--- src/rtl/pipeline_hazard_ctrl_pkg.sv ---
// -----------------------------------------------------------------------------
// hazard_ctrl_pkg
// Shared definitions for the pipeline hazard controller:
//   - md_state_e   : mult/div sequencer state encoding (RUN / MD_BUSY)
//   - ZERO_REG     : architectural zero register index ($zero)
//   - REG_W_DEFAULT: default register-index width
//   - MD_CNT_W     : width of the mult/div busy counter
//   - md_load_value: counter preload for a given mult/div latency
// -----------------------------------------------------------------------------
package hazard_ctrl_pkg;

  localparam int REG_W_DEFAULT = 5;
  localparam int MD_CNT_W      = 4;

  localparam logic [4:0] ZERO_REG = 5'd0;

  typedef enum logic {
    RUN     = 1'b0,
    MD_BUSY = 1'b1
  } md_state_e;

  // The counter runs from latency-1 down to 0, so MD_BUSY lasts exactly
  // 'latency' cycles.
  function automatic logic [MD_CNT_W-1:0] md_load_value(input int latency);
    int unsigned v;
    v = unsigned'(latency - 1);
    return v[MD_CNT_W-1:0];
  endfunction

endpackage : hazard_ctrl_pkg

--- src/rtl/pipeline_hazard_ctrl_if.sv ---
// -----------------------------------------------------------------------------
// pipeline_hazard_ctrl_if
// Bundle between the datapath (master) and the hazard controller (slave).
//   Decode-stage fields : IDrs, IDrt, IDUsesRs, IDUsesRt, IDReadHILO, IDMulDiv
//   Execute-stage fields: EXMemRead, EXrt
//   Branch resolution   : BranchTaken
//   Pipeline controls   : PCWrite, IFIDWrite, IFIDFlush, IDEXBubble, MDBusy
// -----------------------------------------------------------------------------
interface pipeline_hazard_ctrl_if
  import hazard_ctrl_pkg::*;
#(
  parameter int REG_W = REG_W_DEFAULT
);

  logic [REG_W-1:0] IDrs;
  logic [REG_W-1:0] IDrt;
  logic             IDUsesRs;
  logic             IDUsesRt;
  logic             IDReadHILO;
  logic             IDMulDiv;
  logic             EXMemRead;
  logic [REG_W-1:0] EXrt;
  logic             BranchTaken;

  logic             PCWrite;
  logic             IFIDWrite;
  logic             IFIDFlush;
  logic             IDEXBubble;
  logic             MDBusy;

  // Datapath side: supplies decoded fields, consumes pipeline controls.
  modport master (
    output IDrs, IDrt, IDUsesRs, IDUsesRt, IDReadHILO, IDMulDiv,
    output EXMemRead, EXrt, BranchTaken,
    input  PCWrite, IFIDWrite, IFIDFlush, IDEXBubble, MDBusy
  );

  // Controller side.
  modport slave (
    input  IDrs, IDrt, IDUsesRs, IDUsesRt, IDReadHILO, IDMulDiv,
    input  EXMemRead, EXrt, BranchTaken,
    output PCWrite, IFIDWrite, IFIDFlush, IDEXBubble, MDBusy
  );

endinterface : pipeline_hazard_ctrl_if

--- src/rtl/pipeline_hazard_ctrl_md_busy_timer.sv ---
// -----------------------------------------------------------------------------
// md_busy_timer
// Tracks occupancy of the multi-cycle mult/div unit. An accepted issue in RUN
// moves to MD_BUSY for exactly MD_LATENCY cycles, then back to RUN. Issue
// requests seen while busy are ignored; the controller holds them in ID.
// Ports:
//   Clk        in  pipeline clock
//   Rst        in  synchronous active-low reset (aborts any wait)
//   i_issue    in  a mult/div leaves ID this cycle (only honoured in RUN)
//   o_md_busy  out state == MD_BUSY
// -----------------------------------------------------------------------------
module md_busy_timer
  import hazard_ctrl_pkg::*;
#(
  parameter int MD_LATENCY = 4
) (
  input  logic Clk,
  input  logic Rst,
  input  logic i_issue,
  output logic o_md_busy
);

  if (MD_LATENCY < 1 || MD_LATENCY > 15) begin : g_bad_latency
    $error("md_busy_timer: MD_LATENCY must be in 1..15");
  end

  localparam logic [MD_CNT_W-1:0] LOAD_VAL = md_load_value(MD_LATENCY);

  md_state_e           r_state;
  md_state_e           w_state_nxt;
  logic [MD_CNT_W-1:0] r_count;
  logic [MD_CNT_W-1:0] w_count_nxt;

  // NOTE: state registers use non-blocking assignments so every flop samples
  // the pre-edge value of its neighbours; reset here is synchronous, so it
  // lives inside the clocked branch rather than the sensitivity list.
  always_ff @(posedge Clk) begin
    if (!Rst) begin
      r_state <= RUN;
      r_count <= '0;
    end else begin
      r_state <= w_state_nxt;
      r_count <= w_count_nxt;
    end
  end

  // NOTE: every variable gets a hold value before the case statement so no
  // path leaves it unassigned, which would otherwise infer a latch.
  always_comb begin
    w_state_nxt = r_state;
    w_count_nxt = r_count;
    unique case (r_state)
      RUN: begin
        if (i_issue) begin
          w_state_nxt = MD_BUSY;
          w_count_nxt = LOAD_VAL;
        end
      end
      MD_BUSY: begin
        // The decrement is skipped at zero, so the counter never wraps.
        if (r_count == '0) begin
          w_state_nxt = RUN;
        end else begin
          w_count_nxt = r_count - 1'b1;
        end
      end
      default: begin
        w_state_nxt = RUN;
        w_count_nxt = '0;
      end
    endcase
  end

  assign o_md_busy = (r_state == MD_BUSY);

endmodule : md_busy_timer

--- src/rtl/pipeline_hazard_ctrl.sv ---
// -----------------------------------------------------------------------------
// pipeline_hazard_ctrl
// Hazard and sequencing controller for the 5-stage MIPS pipeline. Produces the
// PC / IF-ID / ID-EX controls for load-use stalls, mult/div busy stalls and
// taken-branch flushes. Controls are combinational from inputs and the
// mult/div timer state.
// Ports:
//   Clk   in   pipeline clock
//   Rst   in   synchronous active-low reset; forces safe controls while low
//   bus   slave modport of pipeline_hazard_ctrl_if (decoded fields in,
//         PCWrite / IFIDWrite / IFIDFlush / IDEXBubble / MDBusy out)
//   StallCount, FlushCount out [31:0] saturating performance counters,
//         present only when HAZARD_PERF_CNT_EN is defined.
// Priority: reset > load-use > mult/div stall > branch flush.
// -----------------------------------------------------------------------------
module pipeline_hazard_ctrl
  import hazard_ctrl_pkg::*;
#(
  parameter int MD_LATENCY = 4,
  parameter int REG_W      = REG_W_DEFAULT
) (
  input  logic                   Clk,
  input  logic                   Rst,
  pipeline_hazard_ctrl_if.slave  bus
`ifdef HAZARD_PERF_CNT_EN
  ,
  output logic [31:0]            StallCount,
  output logic [31:0]            FlushCount
`endif
);

  logic [REG_W-1:0] w_id_rs;
  logic [REG_W-1:0] w_id_rt;
  logic [REG_W-1:0] w_ex_rt;
  logic             w_rs_hit;
  logic             w_rt_hit;
  logic             w_load_use;
  logic             w_md_busy;
  logic             w_md_stall;
  logic             w_stall;
  logic             w_issue;

  assign w_id_rs = bus.IDrs;
  assign w_id_rt = bus.IDrt;
  assign w_ex_rt = bus.EXrt;

  assign w_rs_hit   = bus.IDUsesRs && (w_id_rs == w_ex_rt);
  assign w_rt_hit   = bus.IDUsesRt && (w_id_rt == w_ex_rt);
  // A load into $zero produces nothing to wait for.
  assign w_load_use = bus.EXMemRead && (w_ex_rt != REG_W'(ZERO_REG))
                      && (w_rs_hit || w_rt_hit);

  assign w_md_stall = w_md_busy && (bus.IDReadHILO || bus.IDMulDiv);
  assign w_stall    = w_load_use || w_md_stall;

  // A mult/div leaves ID unless a load-use hazard holds it. While busy the
  // timer ignores this, and the same instruction is held by w_md_stall.
  assign w_issue = bus.IDMulDiv && !w_load_use;

  md_busy_timer #(
    .MD_LATENCY (MD_LATENCY)
  ) u_md_busy_timer (
    .Clk       (Clk),
    .Rst       (Rst),
    .i_issue   (w_issue),
    .o_md_busy (w_md_busy)
  );

  always_comb begin
    bus.PCWrite    = 1'b1;
    bus.IFIDWrite  = 1'b1;
    bus.IFIDFlush  = 1'b0;
    bus.IDEXBubble = 1'b0;
    bus.MDBusy     = w_md_busy;
    if (!Rst) begin
      // Reset state may still read MD_BUSY until the edge; mask it here.
      bus.PCWrite    = 1'b0;
      bus.IFIDWrite  = 1'b0;
      bus.IFIDFlush  = 1'b1;
      bus.IDEXBubble = 1'b1;
      bus.MDBusy     = 1'b0;
    end else if (w_stall) begin
      // A branch in ID is held, not flushed; it re-resolves after the stall.
      bus.PCWrite    = 1'b0;
      bus.IFIDWrite  = 1'b0;
      bus.IDEXBubble = 1'b1;
    end else begin
      bus.IFIDFlush  = bus.BranchTaken;
    end
  end

`ifdef HAZARD_PERF_CNT_EN
  logic [31:0] r_stall_count;
  logic [31:0] r_flush_count;

  always_ff @(posedge Clk) begin
    if (!Rst) begin
      r_stall_count <= '0;
      r_flush_count <= '0;
    end else begin
      if (w_stall && (r_stall_count != '1)) begin
        r_stall_count <= r_stall_count + 32'd1;
      end
      if (bus.IFIDFlush && (r_flush_count != '1)) begin
        r_flush_count <= r_flush_count + 32'd1;
      end
    end
  end

  assign StallCount = r_stall_count;
  assign FlushCount = r_flush_count;
`endif

endmodule : pipeline_hazard_ctrl

--- src/flat_wrapper.sv ---
// flat-port wrapper written by rule: the top's interface ports become plain ports
module pipeline_hazard_ctrl_flat import hazard_ctrl_pkg::*;
#(
  parameter int MD_LATENCY = 4,
  parameter int REG_W      = REG_W_DEFAULT
)
  (Clk, Rst, bus_IDrs, bus_IDrt, bus_IDUsesRs, bus_IDUsesRt, bus_IDReadHILO, bus_IDMulDiv, bus_EXMemRead, bus_EXrt, bus_BranchTaken, bus_PCWrite, bus_IFIDWrite, bus_IFIDFlush, bus_IDEXBubble, bus_MDBusy);
  pipeline_hazard_ctrl_if #(.REG_W(REG_W)) bus_i ();
  input  logic Clk;
  input  logic Rst;
  input wire logic [$bits(bus_i.IDrs)-1:0] bus_IDrs;
  input wire logic [$bits(bus_i.IDrt)-1:0] bus_IDrt;
  input wire logic [$bits(bus_i.IDUsesRs)-1:0] bus_IDUsesRs;
  input wire logic [$bits(bus_i.IDUsesRt)-1:0] bus_IDUsesRt;
  input wire logic [$bits(bus_i.IDReadHILO)-1:0] bus_IDReadHILO;
  input wire logic [$bits(bus_i.IDMulDiv)-1:0] bus_IDMulDiv;
  input wire logic [$bits(bus_i.EXMemRead)-1:0] bus_EXMemRead;
  input wire logic [$bits(bus_i.EXrt)-1:0] bus_EXrt;
  input wire logic [$bits(bus_i.BranchTaken)-1:0] bus_BranchTaken;
  output wire logic [$bits(bus_i.PCWrite)-1:0] bus_PCWrite;
  output wire logic [$bits(bus_i.IFIDWrite)-1:0] bus_IFIDWrite;
  output wire logic [$bits(bus_i.IFIDFlush)-1:0] bus_IFIDFlush;
  output wire logic [$bits(bus_i.IDEXBubble)-1:0] bus_IDEXBubble;
  output wire logic [$bits(bus_i.MDBusy)-1:0] bus_MDBusy;
  assign bus_i.IDrs = bus_IDrs;
  assign bus_i.IDrt = bus_IDrt;
  assign bus_i.IDUsesRs = bus_IDUsesRs;
  assign bus_i.IDUsesRt = bus_IDUsesRt;
  assign bus_i.IDReadHILO = bus_IDReadHILO;
  assign bus_i.IDMulDiv = bus_IDMulDiv;
  assign bus_i.EXMemRead = bus_EXMemRead;
  assign bus_i.EXrt = bus_EXrt;
  assign bus_i.BranchTaken = bus_BranchTaken;
  assign bus_PCWrite = bus_i.PCWrite;
  assign bus_IFIDWrite = bus_i.IFIDWrite;
  assign bus_IFIDFlush = bus_i.IFIDFlush;
  assign bus_IDEXBubble = bus_i.IDEXBubble;
  assign bus_MDBusy = bus_i.MDBusy;
  pipeline_hazard_ctrl #(.MD_LATENCY(MD_LATENCY), .REG_W(REG_W)) u_core (.Clk(Clk), .Rst(Rst), .bus(bus_i));
endmodule
--- config.mk ---
export PLATFORM = sky130hd
export DESIGN_NAME = pipeline_hazard_ctrl_flat
export DESIGN_NICKNAME = d
export VERILOG_FILES = /design/src/rtl/pipeline_hazard_ctrl_pkg.sv /design/src/rtl/pipeline_hazard_ctrl_if.sv /design/src/rtl/pipeline_hazard_ctrl_md_busy_timer.sv /design/src/rtl/pipeline_hazard_ctrl.sv /design/src/flat_wrapper.sv
export SDC_FILE = /design/constraint.sdc
export NUM_CORES = 1
export LEC_CHECK = 0
export BUFFER_PORTS_ARGS = -buffer_cell sky130_fd_sc_hd__buf_2
export CORE_AREA = 2 2 39 41
export CTS_BUF_LIST = sky130_fd_sc_hd__clkbuf_4 sky130_fd_sc_hd__clkbuf_8
export CTS_CLUSTER_DIAMETER = 30
export CTS_CLUSTER_SIZE = 25
export DETAILED_ROUTE_END_ITERATION = 6
export DIE_AREA = 0 0 41 43
export PLACE_DENSITY = 0.74
export SYNTH_ARGS = -nofsm -noshare
export SYNTH_HDL_FRONTEND = slang
export SYNTH_SLANG_ARGS = --single-unit
export TNS_END_PERCENT = 30
--- constraint.sdc ---
create_clock -name Clk -period 1.5 [get_ports Clk]
set_input_delay 0.15 -clock Clk [delete_from_list [all_inputs] [get_ports Clk]]
set_output_delay 0.15 -clock Clk [all_outputs]
set_load 0.005 [all_outputs]
==> impl_metrics.json <==
{
  "grt_overflow_total": 0,
  "wl_um": 1470,
  "p_leak_nw": 0.335,
  "drive_gt1_frac": 0.525,
  "synthArstFlopShare": 0,
  "dr_total_vias": 633,
  "hpwl_um": 1090,
  "total_power_uw": 572,
  "end_kind": "register",
  "crit_required_ps": 1620,
  "report.final.setup_viol": 0,
  "first_pass_iters": 4,
  "drt-initial-drc-count": 17,
  "synth_fa_ha_area_frac": 0.0242,
  "hold_class": "in -> reg",
  "antenna_found_initial": 0,
  "yosysUniqueCellTypes": 31,
  "use_met3": 0.0419,
  "min_from": "Rst",
  "grt.busiest_layer": "met2",
  "fmax_mhz": 669,
  "synth_area_leader_cell": "dfxtp_1",
  "synth_top_family_by_area": "compound AO/OA/AOI/OAI gates",
  "die-area_um2": 1760,
  "antenna_cells": 0,
  "fin_crit_sh": 0.997,
  "synth_area_leaders": "dfxtp_1 (19%), xnor2_1 (17%), nand3_1 (3.9%), a31oi_1 (3.6%), nand2_1 (3.6%)",
  "grt_start_max_net_pins": 14,
  "ir_worst_vdd_v": 0.000419,
  "synth-xor-area-share": 0.169,
  "hold_depth": 3,
  "skew_ps": 7.64,
  "setup_tns_ps": 0,
  "startpoint_type": "register",
  "synth_compound_area_frac": 0.293,
  "ioPinCount": 28,
  "synth_ff_type": "dfxtp_1",
  "relSlewSlack": 0.831,
  "synth_nets": 87,
  "final_hold_viol_count": 0,
  "synth_warnings": 0,
  "grt_pass1_vias": 598,
  "timing.rr.end": "u_core.u_md_busy_timer.r_count[1]",
  "cts_made_buffers": 3,
  "drc": 0,
  "area_growth_pct": 51.8,
  "power.density_nw_per_um2": 730,
  "initial_core_util": 0.373,
  "placed_area_um2": 737,
  "port_buffers": 27,
  "clk_latency_ps": 240,
  "clock_sinks": 5,
  "synth-simple-area-share": 0.245,
  "synth_seq_cells": 5,
  "place.gp.congestion": 0.815,
  "die_h_um": 43,
  "synthesis.area_um2": 517,
  "dieWidth_um": 41,
  "holdPathEnd": "u_core.u_md_busy_timer.r_count[1]",
  "synth_edf_count": 0,
  "synthCells": 63,
  "yosysTopAreaCellShare": 0.194,
  "fin_crit_ps": 1500,
  "avgViaCountPerCell": 5.50,
  "drv_cap": 0,
  "track_usage": 0.197,
  "drv_slew": 0,
  "globalRouteMet1Util": 0.248,
  "rsz0062_at_grt": "yes",
  "htree_levels": 1,
  "path_class": "reg -> reg",
  "tightest_slew_ps": 251,
  "r2r_start": "u_core.u_md_busy_timer.r_count[1]",
  "worstPathArrival_ps": 1610,
  "fin_area_um2": 785,
  "core_um2": 1380,
  "antenna_left": 0,
  "cts_tree": "built",
  "synth_mux_area_frac": 0.0218,
  "clockBufferDepth": 2,
  "syn_area_per_cell_um2": 8.20,
  "routedWlPerCell_um": 12.7,
  "num_rows": 14,
  "crit_fanout": 4,
  "outcome": "finished, final reports clean",
  "reg2reg_slack_ps": 4,
  "r2r_cells": 6,
  "startpoint": "u_core.u_md_busy_timer.r_count[1]",
  "clockRootBuffer": "clkbuf_4",
  "grtUsageMet2": 0.303,
  "ys_top_cells_by_count": "xnor2_1 (10), dfxtp_1 (5), nand2_1 (5), nand3_1 (4)",
  "synth_most_common_cell": "xnor2_1",
  "seq_area_frac_synth": 0.194,
  "grt_pass1_wl_um": 2430,
  "nets": 124,
  "clkTransAtPathRegs_ps": 50
}
[sequential cells by signal (all words and copies together) (netlist names)]
signal,cells
u_core.u_md_busy_timer.r_count,4
u_core.u_md_busy_timer.o_md_busy,1
[power breakdown]
part | switching (mW) | total, mW | leakage (nW) | internal, mW
Combinational | 0.112 | 0.241 | 0.275 | 0.130
Sequential | 0.00684 | 0.152 | 0.0414 | 0.145
Clock | 0.0607 | 0.180 | 0.0184 | 0.119
[logic make-up after synthesis]
group | count (synthesis)
compound gates | 19
xor+xnor | 10
fa+ha+maj | 1
buf+inv | 6
flops | 5
mux | 1
simple gates | 21
[critical path: stages, from the launching register on]
cell and delay, ps:
dfxtp_2 320, inv_2 70, ha_4 130, or3b_4 390
and2_4 180, o311ai_4 220, a41oi_2 50
[layout make-up]
class,count,area [um2]
clock buffer,4,30.0
fill,132,599
inverter,3,11.3
multi-input combinational,52,427
sequential,5,101
tap,16,20.0
timing repair buffer,35,195
[cells in the final DEF (no fill, tap or decap), types with 2 or more instances in the layout]
master,netlist,final
nand3_1,4,4
nand4_1,2,2
inv_2,0,2
clkbuf_4,0,4
buf_4,1,8
dfxtp_1,5,4
nand2_1,5,5
o22ai_1,2,2
a31oi_1,3,3
a21boi_0,2,2
buf_2,1,27
nor2_1,2,2
o21ai_0,3,3
xnor2_1,10,10
[worst max-delay path by stage]
| stage | to | slack (ps) |
|---|---|---|
| final | u_core.u_md_busy_timer.r_count[1] | 4 |
| after global routing | bus_IFIDFlush | -30 |
| after CTS | u_core.u_md_busy_timer.r_count[1] | 8 |
| after detailed placement | u_core.u_md_busy_timer.r_count[1] | 9 |
| after global placement | bus_IFIDFlush | 40 |
| after floorplan | u_core.u_md_busy_timer.r_count[1] | 30 |
[per-stage QoR]
stage	hold slack [ps]	setup slack [ps]	cells	utilization
floorplan	389	27.6	63	-
global placement	474	42.8	110	0.533
detailed placement	490	9.36	110	0.533
CTS	234	8.09	115	0.560
global route	249	-34.7	115	0.567
finish	238	4.43	115	0.567
[repair_timing]
action,in CTS,in global routing
hold buffers,0,0
cloned,0,0
gates resized for setup,0,3
setup buffers,1,0
setup endpoints to repair,1,8
pin swaps,0,0
[layer usage]
| metal | vias to the layer above | part of all wire |
|---|---|---|
| li1 | 308 | - |
| met1 | 280 | 0.43 |
| met2 | 39 | 0.48 |
| met3 | 6 | 0.067 |
| met4 | 0 | 0.018 |
| met5 | - | 0 |
No activity file was read; power rests on OpenSTA's default activity.
